[src/rtl/nonce_sched_pkg.sv]
`default_nettype none
// ============================================================================
// Module      : nonce_sched_pkg
// Description : Shared types and constants for the nonce sweep scheduler.
//               State and status encodings, the nonce width and the range
//               helper used by the scheduler and its hit detector.
// Revision    : 1.0 - initial release
// ============================================================================
package nonce_sched_pkg;

  localparam int NONCE_W = 32;

  typedef enum logic [2:0] {
    S_IDLE   = 3'd0,
    S_LAUNCH = 3'd1,
    S_WAIT   = 3'd2,
    S_CHECK  = 3'd3,
    S_DRAIN  = 3'd4,
    S_FINISH = 3'd5
  } state_e;

  typedef enum logic [1:0] {
    ST_FOUND     = 2'd0,
    ST_EXHAUSTED = 2'd1,
    ST_TIMEOUT   = 2'd2,
    ST_ABORTED   = 2'd3
  } status_e;

  // Nonces are carried one bit wider than NONCE_W so that a batch running
  // past 0xFFFFFFFF compares as out of range instead of wrapping to 0.
  function automatic logic nonce_in_range(input logic [NONCE_W:0]   nonce,
                                          input logic [NONCE_W-1:0] last);
    return (nonce <= {1'b0, last});
  endfunction

endpackage
`default_nettype wire

[src/rtl/nonce_hit_detect.sv]
`default_nettype none
// ============================================================================
// Module      : nonce_hit_detect
// Description : Qualifies each incoming result (nonce within range and H0
//               below target) and captures the first qualifying nonce of
//               the current batch.
// Ports       : clk, reset_n   - clock, async active-low reset
//               clear_i        - start of batch, drops the hit flag
//               sample_i       - a result word is present and may be taken
//               base_i/idx_i   - batch base nonce and result index
//               h0_i           - first digest word of the result
//               last_i         - last nonce of the sweep (inclusive)
//               target_i       - difficulty target (hit if h0 < target)
//               hit_o          - a hit has been captured in this batch
//               found_nonce_o  - nonce of the captured hit
// Revision    : 1.0 - initial release
// ============================================================================
module nonce_hit_detect
  import nonce_sched_pkg::*;
#(
  parameter int IDX_W = 4
) (
  input  logic               clk,
  input  logic               reset_n,
  input  logic               clear_i,
  input  logic               sample_i,
  input  logic [NONCE_W-1:0] base_i,
  input  logic [IDX_W-1:0]   idx_i,
  input  logic [NONCE_W-1:0] h0_i,
  input  logic [NONCE_W-1:0] last_i,
  input  logic [NONCE_W-1:0] target_i,
  output logic               hit_o,
  output logic [NONCE_W-1:0] found_nonce_o
);

  logic [NONCE_W:0]   w_nonce_ext;
  logic               w_hit_now;
  logic               hit_q;
  logic [NONCE_W-1:0] found_q;

  assign w_nonce_ext = {1'b0, base_i} + {{(NONCE_W + 1 - IDX_W){1'b0}}, idx_i};

  // Results arrive in index order, so refusing further hits once the flag
  // is set keeps the lowest-index hit of the batch.
  assign w_hit_now = sample_i && !hit_q
                  && nonce_in_range(w_nonce_ext, last_i)
                  && (h0_i < target_i);

  always_ff @(posedge clk or negedge reset_n) begin
    if (!reset_n) begin
      hit_q   <= 1'b0;
      found_q <= '0;
    end else if (clear_i) begin
      hit_q   <= 1'b0;
    end else if (w_hit_now) begin
      hit_q   <= 1'b1;
      found_q <= w_nonce_ext[NONCE_W-1:0];
    end
  end

  assign hit_o         = hit_q;
  assign found_nonce_o = found_q;

endmodule
`default_nettype wire

[src/rtl/nonce_sweep_scheduler.sv]
`default_nettype none
// ============================================================================
// Module      : nonce_sweep_scheduler
// Description : Drives a multi-nonce SHA-256d engine through consecutive
//               batches of NONCES nonces, checks each result against the
//               target and stops on hit, range exhaustion, abort or engine
//               timeout.
// Ports       : clk, reset_n             - clock, async active-low reset
//               start, abort             - host sweep control
//               nonce_first/nonce_last   - inclusive nonce range
//               target                   - hit if res_h0 < target
//               eng_start/eng_nonce_base - batch launch to the engine
//               eng_done, res_*          - engine completion and results
//               busy, done, status       - sweep progress and outcome
//               found_nonce, batch_count - winning nonce, batches launched
// Revision    : 1.0 - initial release
// ============================================================================
module nonce_sweep_scheduler
  import nonce_sched_pkg::*;
#(
  parameter int NONCES         = 16,
  parameter int TIMEOUT_CYCLES = 4096
) (
  input  logic                      clk,
  input  logic                      reset_n,
  input  logic                      start,
  input  logic                      abort,
  input  logic [NONCE_W-1:0]        nonce_first,
  input  logic [NONCE_W-1:0]        nonce_last,
  input  logic [NONCE_W-1:0]        target,
  output logic                      eng_start,
  output logic [NONCE_W-1:0]        eng_nonce_base,
  input  logic                      eng_done,
  input  logic                      res_valid,
  input  logic [$clog2(NONCES)-1:0] res_idx,
  input  logic [NONCE_W-1:0]        res_h0,
  output logic                      busy,
  output logic                      done,
  output logic [1:0]                status,
  output logic [NONCE_W-1:0]        found_nonce,
  output logic [31:0]               batch_count
);

  localparam int                 c_IDX_W    = $clog2(NONCES);
  localparam int                 c_WD_W     = $clog2(TIMEOUT_CYCLES) + 1;
  localparam logic [c_WD_W-1:0]  c_WD_LIMIT = c_WD_W'(TIMEOUT_CYCLES - 1);
  localparam logic [c_WD_W-1:0]  c_WD_ONE   = c_WD_W'(1);
  localparam logic [NONCE_W-1:0] c_STRIDE   = NONCE_W'(NONCES);
  localparam logic [NONCE_W:0]   c_STRIDE_X = (NONCE_W + 1)'(NONCES);

  state_e             state_q,  state_d;
  status_e            status_q, status_d;
  logic [NONCE_W-1:0] base_q,   base_d;
  logic [NONCE_W-1:0] last_q,   last_d;
  logic [NONCE_W-1:0] target_q, target_d;
  logic [31:0]        batch_q,  batch_d;
  logic               busy_q,   busy_d;
  logic [c_WD_W-1:0]  wd_q,     wd_d;

  logic [c_WD_W-1:0]  w_wd_inc;
  logic               w_wd_expired;
  logic [NONCE_W:0]   w_next_base_ext;
  logic               w_hit;
  logic               w_hit_clear;
  logic               w_hit_sample;

  // The watchdog is cleared in LAUNCH and counts WAIT/DRAIN cycles. Expiry
  // is judged on the incremented value so that the FINISH cycle (and its
  // done pulse) lands exactly TIMEOUT_CYCLES cycles after eng_start.
  assign w_wd_inc        = wd_q + c_WD_ONE;
  assign w_wd_expired    = (w_wd_inc == c_WD_LIMIT);
  assign w_next_base_ext = {1'b0, base_q} + c_STRIDE_X;

  assign w_hit_clear  = (state_q == S_LAUNCH);
  assign w_hit_sample = (state_q == S_WAIT) && res_valid;

  nonce_hit_detect #(
    .IDX_W (c_IDX_W)
  ) u_hit_detect (
    .clk           (clk),
    .reset_n       (reset_n),
    .clear_i       (w_hit_clear),
    .sample_i      (w_hit_sample),
    .base_i        (base_q),
    .idx_i         (res_idx),
    .h0_i          (res_h0),
    .last_i        (last_q),
    .target_i      (target_q),
    .hit_o         (w_hit),
    .found_nonce_o (found_nonce)
  );

  always_ff @(posedge clk or negedge reset_n) begin
    if (!reset_n) begin
      state_q  <= S_IDLE;
      status_q <= ST_FOUND;
      base_q   <= '0;
      last_q   <= '0;
      target_q <= '0;
      batch_q  <= '0;
      busy_q   <= 1'b0;
      wd_q     <= '0;
    end else begin
      state_q  <= state_d;
      status_q <= status_d;
      base_q   <= base_d;
      last_q   <= last_d;
      target_q <= target_d;
      batch_q  <= batch_d;
      busy_q   <= busy_d;
      wd_q     <= wd_d;
    end
  end

  always_comb begin
    state_d   = state_q;
    status_d  = status_q;
    base_d    = base_q;
    last_d    = last_q;
    target_d  = target_q;
    batch_d   = batch_q;
    busy_d    = busy_q;
    wd_d      = wd_q;
    eng_start = 1'b0;
    done      = 1'b0;

    case (state_q)
      S_IDLE: begin
        if (start) begin
          base_d   = nonce_first;
          last_d   = nonce_last;
          target_d = target;
          batch_d  = '0;
          busy_d   = 1'b1;
          status_d = ST_FOUND;
          if (nonce_first > nonce_last) begin
            status_d = ST_EXHAUSTED;
            state_d  = S_FINISH;
          end else begin
            state_d  = S_LAUNCH;
          end
        end
      end

      S_LAUNCH: begin
        eng_start = 1'b1;
        batch_d   = batch_q + 32'd1;
        wd_d      = '0;
        state_d   = S_WAIT;
      end

      S_WAIT: begin
        wd_d = w_wd_inc;
        // eng_done wins over a coincident abort; CHECK decides whether the
        // abort still matters once the batch hit flag is known.
        if (eng_done) begin
          state_d = S_CHECK;
        end else if (w_wd_expired) begin
          status_d = ST_TIMEOUT;
          state_d  = S_FINISH;
        end else if (abort) begin
          state_d = S_DRAIN;
        end
      end

      S_CHECK: begin
        if (w_hit) begin
          status_d = ST_FOUND;
          state_d  = S_FINISH;
        end else if (abort) begin
          status_d = ST_ABORTED;
          state_d  = S_FINISH;
        end else if (!nonce_in_range(w_next_base_ext, last_q)) begin
          // Also catches the next base wrapping past 0xFFFFFFFF.
          status_d = ST_EXHAUSTED;
          state_d  = S_FINISH;
        end else begin
          base_d  = base_q + c_STRIDE;
          state_d = S_LAUNCH;
        end
      end

      S_DRAIN: begin
        // Results are ignored; an engine that never finishes still ends the
        // sweep, but the outcome remains an abort.
        wd_d = w_wd_inc;
        if (eng_done || w_wd_expired) begin
          status_d = ST_ABORTED;
          state_d  = S_FINISH;
        end
      end

      S_FINISH: begin
        done    = 1'b1;
        busy_d  = 1'b0;
        state_d = S_IDLE;
      end

      default: begin
        state_d = S_IDLE;
      end
    endcase
  end

  assign eng_nonce_base = base_q;
  assign busy           = busy_q;
  assign status         = status_q;
  assign batch_count    = batch_q;

endmodule
`default_nettype wire

[config.mk]
export PLATFORM = sky130hd
export DESIGN_NAME = nonce_sweep_scheduler
export DESIGN_NICKNAME = d
export VERILOG_FILES = /design/src/rtl/nonce_sched_pkg.sv /design/src/rtl/nonce_hit_detect.sv /design/src/rtl/nonce_sweep_scheduler.sv
export SDC_FILE = /design/constraint.sdc
export NUM_CORES = 1
export LEC_CHECK = 0
export ABC_AREA = 1
export BUFFER_PORTS_ARGS = -buffer_cell sky130_fd_sc_hd__buf_2
export CORE_MARGIN = 2
export CORE_UTILIZATION = 25
export DETAILED_ROUTE_END_ITERATION = 6
export SLEW_MARGIN = 20
export SYNTH_ARGS = -nofsm -noshare
export SYNTH_HDL_FRONTEND = slang
export SYNTH_SLANG_ARGS = --single-unit
[constraint.sdc]
create_clock -name clk -period 7.1 [get_ports clk]
set_input_delay 1.42 -clock clk [delete_from_list [all_inputs] [get_ports clk]]
set_output_delay 1.42 -clock clk [all_outputs]
set_load 0.03 [all_outputs]
# Yosys cells after proc, flatten, opt, wreduce, memory -nomap -nowiden
# Index checks and enable logic that the tools add are counted.
# totals
reg_bits	180
inputBits	138
output_inout_bits	101
elab_cells	89
# op_classes
add_sub_neg	5
magnitude_cmp	4
n_eq_ne	15
n_mux	33
n_bitwise	1
n_reduce_logical	21
# ops
operator	count
$mux 32	5
$pmux 32 s2	2
$le 33x32->1	2
$add 32x4->33	1
$add 32x5->33 const B	1
$add 32x1->32 const B	1
$add 32x5->32 const B	1
$gt 32x32->1	1
$lt 32x32->1	1
$mux 3	9
$pmux 13 s2	1
$pmux 3 s5	1
$mux 2	7
$ne 2x2->1 const B	7
$add 13x1->13 const B	1
$eq 13x12->1 const B	1
$reduce_bool 2->1	5
$pmux 2 s4	1
$reduce_and 2->1	4
$eq 3x2->1 const B	2
$eq 3x3->1 const B	2
$mux 1	6
$reduce_and 6->1	1
$reduce_and 5->1	1
12 further kinds	15

# Depth between registers and ports, before layout
# Gate-level depths: netlist of run 1.
# depth
word_depth	7
ltp_mapped	28

# Hierarchy
# A second synthesis of run 1 with hierarchy kept.
# hier_totals
hier_cells	1920
area_unflattened_um2	13356.6
# modules_own_cells
mod	n_inst	cells_each	area_per_inst_um2
nonce_sweep_scheduler	1	1293	9275.1
nonce_hit_detect	1	627	4081.4

# Worst setup path after synthesis of run 1
# No wires, ideal clock.
# synth_path
path_kind	input-to-reg
from	in res_idx[2]
to	reg u_hit_detect.hit_q, in the netlist u_hit_detect.hit_o
setup_time_ns	0.144
arrival_ns	4.016
slack_ns	2.940
stages	20
n_path_buf	2
path_cell_list	ha_1 -> a21oi_1 -> nand2_1 -> a21oi_1 -> clkbuf_1 -> inv_1 -> nand2_1 -> xor2_1 -> inv_1 -> ha_1 -> nand3_1 -> nor2_1 -> nand2_1 -> nor4_1 -> nand3_1 -> nand3_1 -> nand2_2 -> nand2_4 -> buf_6 -> o21ai_1
# synth_between
elab_chain_len	5
# synth_rtl
item	line	text
start, declared	nonce_sweep_scheduler.sv:35	input logic [$clog2(NONCES)-1:0] res_idx,
$add 32x4->33	nonce_hit_detect.sv:41	assign w_nonce_ext = {1'b0, base_i} + {{(NONCE_W + 1 - IDX_W){1'b0}}, idx_i};
net u_hit_detect.w_nonce_ext[15]	nonce_hit_detect.sv:36	logic [NONCE_W:0] w_nonce_ext;
$le 33x32->1	nonce_sched_pkg.sv:33	return (nonce <= {1'b0, last});
$logic_and 1x1->1	nonce_hit_detect.sv:46	&& nonce_in_range(w_nonce_ext, last_i)
$logic_and 1x1->1	nonce_hit_detect.sv:47	&& (h0_i < target_i);
$reduce_bool 2->1 (no source line)	--	
end signal, assigned	nonce_hit_detect.sv:51	hit_q <= 1'b0;
end signal, assigned	nonce_hit_detect.sv:54	hit_q <= 1'b0;
end signal, assigned	nonce_hit_detect.sv:56	hit_q <= 1'b1;
end, declared	nonce_hit_detect.sv:38	logic hit_q;
# The timed path passes the listed nets, and every way through them passes these cells.
# A chain may end at the register's enable or synchronous reset.

# Worst setup path after layout of run 1
# layout_path
from	in res_idx[0]
to	reg u_hit_detect.found_q[16], in the netlist u_hit_detect.found_nonce_o[16]
# layout_between
elab_chain_len	5
# layout_rtl
item	line	text
$add 32x4->33	nonce_hit_detect.sv:41	
net u_hit_detect.w_nonce_ext[20]	nonce_hit_detect.sv:36	
$le 33x32->1	nonce_sched_pkg.sv:33	
$logic_and 1x1->1	nonce_hit_detect.sv:46	
$logic_and 1x1->1	nonce_hit_detect.sv:47	
$reduce_and 2->1 (no source line)	--	
end signal, assigned	nonce_hit_detect.sv:57	found_q <= w_nonce_ext[NONCE_W-1:0];
end, declared	nonce_hit_detect.sv:39	logic [NONCE_W-1:0] found_q;
# The timed path passes the listed nets, and every way through them passes these cells.

==> results of run 1 <==
[metal layers]
layer  track usage [%]  up-vias
li1                  -     6199
met1              20.4     5845
met2              29.7      365
met3              3.94       77
met4              6.65        2
met5                 0        -
[critical path, stage by stage]
cell,delay (ps)
buf_2,100
ha_1,190
inv_1,70
fa_1,200
nor2_1,80
nor2_4,290
clkinv_1,370
nand2_1,190
xnor2_1,160
ha_1,300
nand2_1,80
inv_1,50
o21ai_0,60
nand2_1,70
a21oi_1,130
nor2_1,60
nor2_1,110
nand3_1,90
nand2_2,550
nand2_4,420
nand2_1,150
nand2_1,70
[state kept, by name, indices dropped and copies added (netlist names)]
signal,count
batch_count,32
busy,1
eng_nonce_base,32
last_q,32
state_q,3
status,2
target_q,32
u_hit_detect.found_nonce_o,32
u_hit_detect.hit_o,1
wd_q,13
[kinds of logic (layout without fill, tap and decap cells)]
group                      Yosys count  in the layout
xor gates and xnor gates            60             60
buffers and inverters              297            522
DFF                                180            180
adders and majority gates          136            136
and+or+nand+nor                    861            861
other                                0              9
AOI/OAI and AO/OA                  244            244
[placed cells by master (no fill, tap or decap), types with 4 or more instances in the layout]
cell type  instances
nor2_4             4
nand2_1          518
nor2_1           117
o22ai_1           11
inv_1            234
o21a_1             4
ha_1             135
a21oi_1           72
nand3_1          118
nor2_2            11
buf_4              6
xor2_1            45
xnor2_1           14
diode_2            9
nor4_1            13
o21ai_0          140
clkinv_2           4
clkbuf_8           4
clkbuf_16         17
nand2_2            6
nand4_1           33
nor3_1            20
buf_2            237
inv_2              9
dfrtp_1          180
[through the flow]
step	instance area [um^2]	hold slack (ps)	total power [W]
after floorplan	12900	453	0.00418
after global placement	14800	455	0.00528
after detailed placement	14800	458	0.00536
after CTS	15400	476	0.00639
after global routing	15400	493	0.00690
final	15400	475	0.00632
[final timing paths]
kind	from	to
min in group asynchronous	reset_n	last_q[28]
worst min-delay path	u_hit_detect.found_nonce_o[12]	u_hit_detect.found_nonce_o[12]
worst min register to register	u_hit_detect.found_nonce_o[12]	u_hit_detect.found_nonce_o[12]
max in group asynchronous	reset_n	u_hit_detect.found_nonce_o[10]
worst max-delay path	res_idx[0]	u_hit_detect.found_nonce_o[16]
worst max register to register	eng_nonce_base[4]	eng_nonce_base[18]
[layout make-up]
| cell class | instances | area (um^2) | area share [%] |
|---|---|---|---|
| well taps | 680 | 851 | 5.53 |
| multi-input cells | 1301 | 7250 | 47.1 |
| diodes | 9 | 22.5 | 0.146 |
| repair buffers | 245 | 1260 | 8.16 |
| flip-flops and latches | 180 | 4500 | 29.3 |
| inverters | 245 | 920 | 5.97 |
| clock buffers | 20 | 467 | 3.03 |
| clock inverters | 12 | 129 | 0.837 |
[where the power goes]
part	switching, W	leakage [nW]	internal [W]
clock network	0.000449	0.288	0.000545
logic	0.00241	5.46	0.00108
registers	0.000413	2.33	0.00143
total	0.00327	8.07	0.00305
==> results.sh, run 1 <==
export IMPL_grt_pass1_vias=12326
export IMPL_muxShareOfSynthArea_pct=0
export IMPL_path_max_fanout=33
export IMPL_fin_worst_skew_ps=8.14
export IMPL_worstSetupPathType="input pin to flop"
export IMPL_avgSynthCellArea_um2=7.28
export IMPL_tritoncts="yes"
export IMPL_p_per_area_mw_per_mm2=411
export IMPL_synth_fa_ha_area_share_pct=13.2
export IMPL_post_route_min_period_ps=4900
export IMPL_netlist_area_mm2=0.0129
export IMPL_reg2reg_depth=23
export IMPL_die_h_um=232
export IMPL_synthXorXnorAreaFrac_pct=4.12
export IMPL_clk_pin_slew_worst_paths_ps=70
export IMPL_die_width_um=232
export IMPL_max_slew_margin_rel_pct=20.1
export IMPL_routed_wl_mm=45.1
export IMPL_grt_max_degree=109
export IMPL_worstMarginPinSlew_ps=1190
export IMPL_ys_flop_type="dfrtp_1"
export IMPL_synthSimpleGateAreaFrac_pct=28.7
export IMPL_p_leak_nw=8.07
export IMPL_fillCellCount=5643
export IMPL_cts_buffers=17
export IMPL_drt_iter0_markers=852
export IMPL_critPathRequiredTime_ps=7460
export IMPL_dr_max_layer_used="met5"
export IMPL_clockBufferDepth=2
export IMPL_fin_crit_sh_pct=69.0
export IMPL_setup_viol=0
export IMPL_core_mm2=0.0513
export IMPL_fin_tns_setup_ps=0
export IMPL_synth_top_family_by_area="simple AND/OR/NAND/NOR gates"
export IMPL_cts_resized=0
export IMPL_fmax_mhz=204
export IMPL_min_path_type="flop to flop"
export IMPL_clock_root_buffer="clkbuf_16"
export IMPL_ant_nets=0
export IMPL_rows=83
export IMPL_syn2layout_area_growth_pct=19.0
export IMPL_rsz0062_at_grt="false"
export IMPL_synthTopCellsByCount="nand2_1 (519), inv_1 (234), dfrtp_1 (180)"
export IMPL_grt_pass1_wl_mm=70.0
export IMPL_postSynthCellCount=1778
export IMPL_synth_fp_nets=2052
export IMPL_whs_path_depth=2
export IMPL_dieArea_mm2=0.0536
export IMPL_critPathCaptureType="flop"
export IMPL_finalNetCount=2264
export IMPL_num_vias=12488
export IMPL_cts_htree_levels=4
export IMPL_synth_compound_area_share_pct=9.98
export IMPL_met1_length_mm=18.7
export IMPL_synth_top_area_share_pct=34.8
export IMPL_fin_util_pct=30.0
export IMPL_cts_hold_buffers_added=0
export IMPL_place_congestion=0.886
export IMPL_wire_per_inst_um=16.8
export IMPL_grt_total_usage_pct=17.1
export IMPL_synth_edf_count=0
export IMPL_yosysTopAreaCell="dfrtp_1"
export IMPL_place_inst=2651
export IMPL_slew_violations=0
export IMPL_hold_viol=0
export IMPL_status="finished, final reports clean"
export IMPL_crit_arrival_ps=5260
export IMPL_synth_cell_types=52
export IMPL_antenna_found_initial=11
export IMPL_firstDrtPassIters=5
export IMPL_yosys_top_cells_area="dfrtp_1 (35%), nand2_1 (15%), ha_1 (13%)"
export IMPL_place_hpwl_mm=36.0
export IMPL_finalWorstSetupSlack_ps=2200
export IMPL_clock_sinks=180
export IMPL_cap_violations=0
export IMPL_overflow=0
export IMPL_io_pins=239
export IMPL_ys_ff_latch=180
export IMPL_synth_most_common_cell="nand2_1"
export IMPL_drive_gt1_share_pct=16.0
export IMPL_ys_seq_area_share_pct=34.8
export IMPL_clkLatencyLatePin_ps=480
export IMPL_post_cts_buffers=0
export IMPL_post_place_ws_ps=1730
export IMPL_start_util_pct=25.2
export IMPL_startpoint_type="input pin"
export IMPL_final_cell_count_no_fill=2692
export IMPL_wl_met3_mm=2.71
export IMPL_async_flop_share_pct=100
export IMPL_wl_met2_mm=22.4
export IMPL_ys_warn_count=0
export IMPL_r2r_slack_ps=2380
export IMPL_drc=0
export IMPL_portBuffers=238
export IMPL_peakVddDrop_uv=221
export IMPL_via_per_inst=4.64
Power figures use the tool's default switching activity.
==> run 2, diff against run 1 <==
==> constraint.sdc (replaced) <==
create_clock -name clk -period 4.25 [get_ports clk]
set_input_delay 0.85 -clock clk [delete_from_list [all_inputs] [get_ports clk]]
set_output_delay 0.85 -clock clk [all_outputs]
set_load 0.03 [all_outputs]
==> results.sh, run 2 (same netlist as run 1, synthesis figures left out) <==
export IMPL_multi_input_area_mm2=0.00725
export IMPL_post_route_min_period_ps=3870
export IMPL_rr_startpoint="eng_nonce_base[5]"
export IMPL_cts_hold_buffers_added=0
export IMPL_portBuffers=238
export IMPL_cts_htree_levels=4
export IMPL_post_cts_buffers=0
export IMPL_rows=83
export IMPL_cts_buffers=17
export IMPL_mostFrequentLayoutCells="nand2_1 (518), buf_2 (237), inv_1 (234)"
export IMPL_slowest_stage="dfrtp_1"
export IMPL_overflow=0
export IMPL_place_congestion=0.965
export IMPL_crit_top_cell="nand2_1"
export IMPL_die_h_um=232
export IMPL_die_width_um=232
export IMPL_grt_total_usage_pct=17.0
export IMPL_ant_nets=0
export IMPL_finalNetCount=2285
export IMPL_grt_max_degree=80
export IMPL_critical_path_buf_inv_count=5
export IMPL_max_stage_delay_ps=560
export IMPL_syn2layout_area_growth_pct=20.8
export IMPL_grt_pass1_wl_mm=70.0
export IMPL_io_pins=239
export IMPL_startpoint_type="flop"
export IMPL_drive_gt1_share_pct=16.8
export IMPL_path_max_fanout=16
export IMPL_fin_crit_sh_pct=91.1
export IMPL_crit_cells=26
export IMPL_critPathCaptureType="flop"
export IMPL_crit_arrival_ps=4240
export IMPL_p_leak_nw=8.21
export IMPL_place_hpwl_mm=36.2
export IMPL_r2r_slack_ps=380
export IMPL_fin_worst_skew_ps=12.1
export IMPL_p_per_area_mw_per_mm2=682
export IMPL_clkLatencyLatePin_ps=490
export IMPL_worstSetupPathType="flop to flop"
export IMPL_cts_resized=0
export IMPL_rsz0062_at_grt="false"
export IMPL_critPathRequiredTime_ps=4620
export IMPL_layout_commonest_cell="nand2_1"
export IMPL_grt_pass1_vias=12659
export IMPL_peakVddDrop_uv=298
export IMPL_drt_iter0_markers=837
export IMPL_worstMarginPinSlew_ps=989
export IMPL_num_vias=12527
export IMPL_antenna_found_initial=11
export IMPL_fillCellCount=5652
export IMPL_tritoncts="yes"
export IMPL_clockBufferDepth=2
export IMPL_clock_root_buffer="clkbuf_16"
export IMPL_via_per_inst=4.62
export IMPL_hold_viol=0
export IMPL_r2r_end="eng_nonce_base[25]"
export IMPL_slew_violations=0
export IMPL_max_slew_margin_rel_pct=34.1
export IMPL_drc=0
export IMPL_setup_viol=0
export IMPL_status="finished, final reports clean"
export IMPL_cp_top_family="simple AND/OR/NAND/NOR gates"
export IMPL_start_util_pct=25.2
export IMPL_routed_wl_mm=44.7
export IMPL_min_path_type="input pin to async pin"
export IMPL_firstDrtPassIters=5
export IMPL_clk_pin_slew_worst_paths_ps=70
export IMPL_whs_ps=332
export IMPL_core_mm2=0.0513
export IMPL_clock_sinks=180
export IMPL_seq_area_mm2=0.00450
export IMPL_fmax_mhz=258
export IMPL_dieArea_mm2=0.0536
export IMPL_reg2reg_depth=26
export IMPL_cap_violations=0
export IMPL_wire_per_inst_um=16.5
export IMPL_fin_tns_setup_ps=0
-- run 2: cell types whose count changed in the layout (fill, tap and decap cells not counted), moves of 3 or more --
cell	delta
buf_12	+5
inv_8	+4
clkinv_2	-4
clkinv_8	+4
clkbuf_8	-3
buf_4	+17
-- run 2: worst max path at each step --
stage,slack (ps),startpoint,end
2_1_floorplan,660,res_idx[2],u_hit_detect.hit_o
3_3_place_gp,220,res_idx[0],u_hit_detect.found_nonce_o[28]
3_5_place_dp,200,res_idx[0],u_hit_detect.found_nonce_o[29]
4_1_cts,420,eng_nonce_base[5],eng_nonce_base[19]
5_1_grt,30,eng_nonce_base[5],eng_nonce_base[21]
6_report,380,eng_nonce_base[5],eng_nonce_base[25]
-- run 2: final cells by class --
class | count | area share [%]
well taps | 680 | 5.44
repair buffers | 266 | 9.42
clock inverters | 15 | 1.22
inverters | 245 | 5.88
flip-flops and latches | 180 | 28.8
multi-input cells | 1301 | 46.4
clock buffers | 17 | 2.72
diodes | 7 | 0.112
-- run 2: power breakdown --
group | leakage [nW] | total [W] | internal (W) | switching, W
Clock | 0.297 | 0.00168 | 0.000848 | 0.000837
Sequential | 2.33 | 0.00305 | 0.00239 | 0.000655
Combinational | 5.58 | 0.00592 | 0.00190 | 0.00402
-- run 2: stage by stage --
step | instance area [um^2] | std cells | util (%) | setup WS [ps] | total power [W]
5_1_grt | 15600 | 2710 | 30.5 | 29.8 | 0.0116
3_3_place_gp | 15000 | 2672 | 29.2 | 218 | 0.00895
4_1_cts | 15600 | 2704 | 30.4 | 423 | 0.0108
3_5_place_dp | 15000 | 2672 | 29.2 | 204 | 0.00904
6_report | 15600 | 2711 | 30.5 | 380 | 0.0107
2_1_floorplan | 12900 | 1778 | - | 660 | 0.00699
-- run 2: worst reg2reg max path, stage by stage (launching register included) --
cell,delay (ps)
dfrtp_1,560
ha_1,280
nand2_2,80
nor2_4,170
nand2_1,110
nor2_1,190
nand2_2,140
inv_2,90
nand2_2,60
xor2_1,230
inv_1,80
ha_1,290
nand2_1,80
inv_1,30
o21ai_0,160
nand2_1,80
nand2_1,60
nand2_1,100
nor2_1,130
nand2_1,60
inv_1,50
nand2_1,60
nand2_2,110
nand3_4,150
buf_4,250
nand3_1,100
nand2_1,70
-- run 2: routing by layer --
metal / wire length (um) / part of all wire [%] / global-route usage [%] / vias to the layer above
li1: - / - / - / 6232
met1: 18600 / 42 / 20.0 / 5881
met2: 22400 / 50 / 29.6 / 332
met3: 2350 / 5.3 / 4.33 / 76
met4: 1320 / 3.0 / 6.63 / 6
met5: 32 / 0.072 / 0 / -
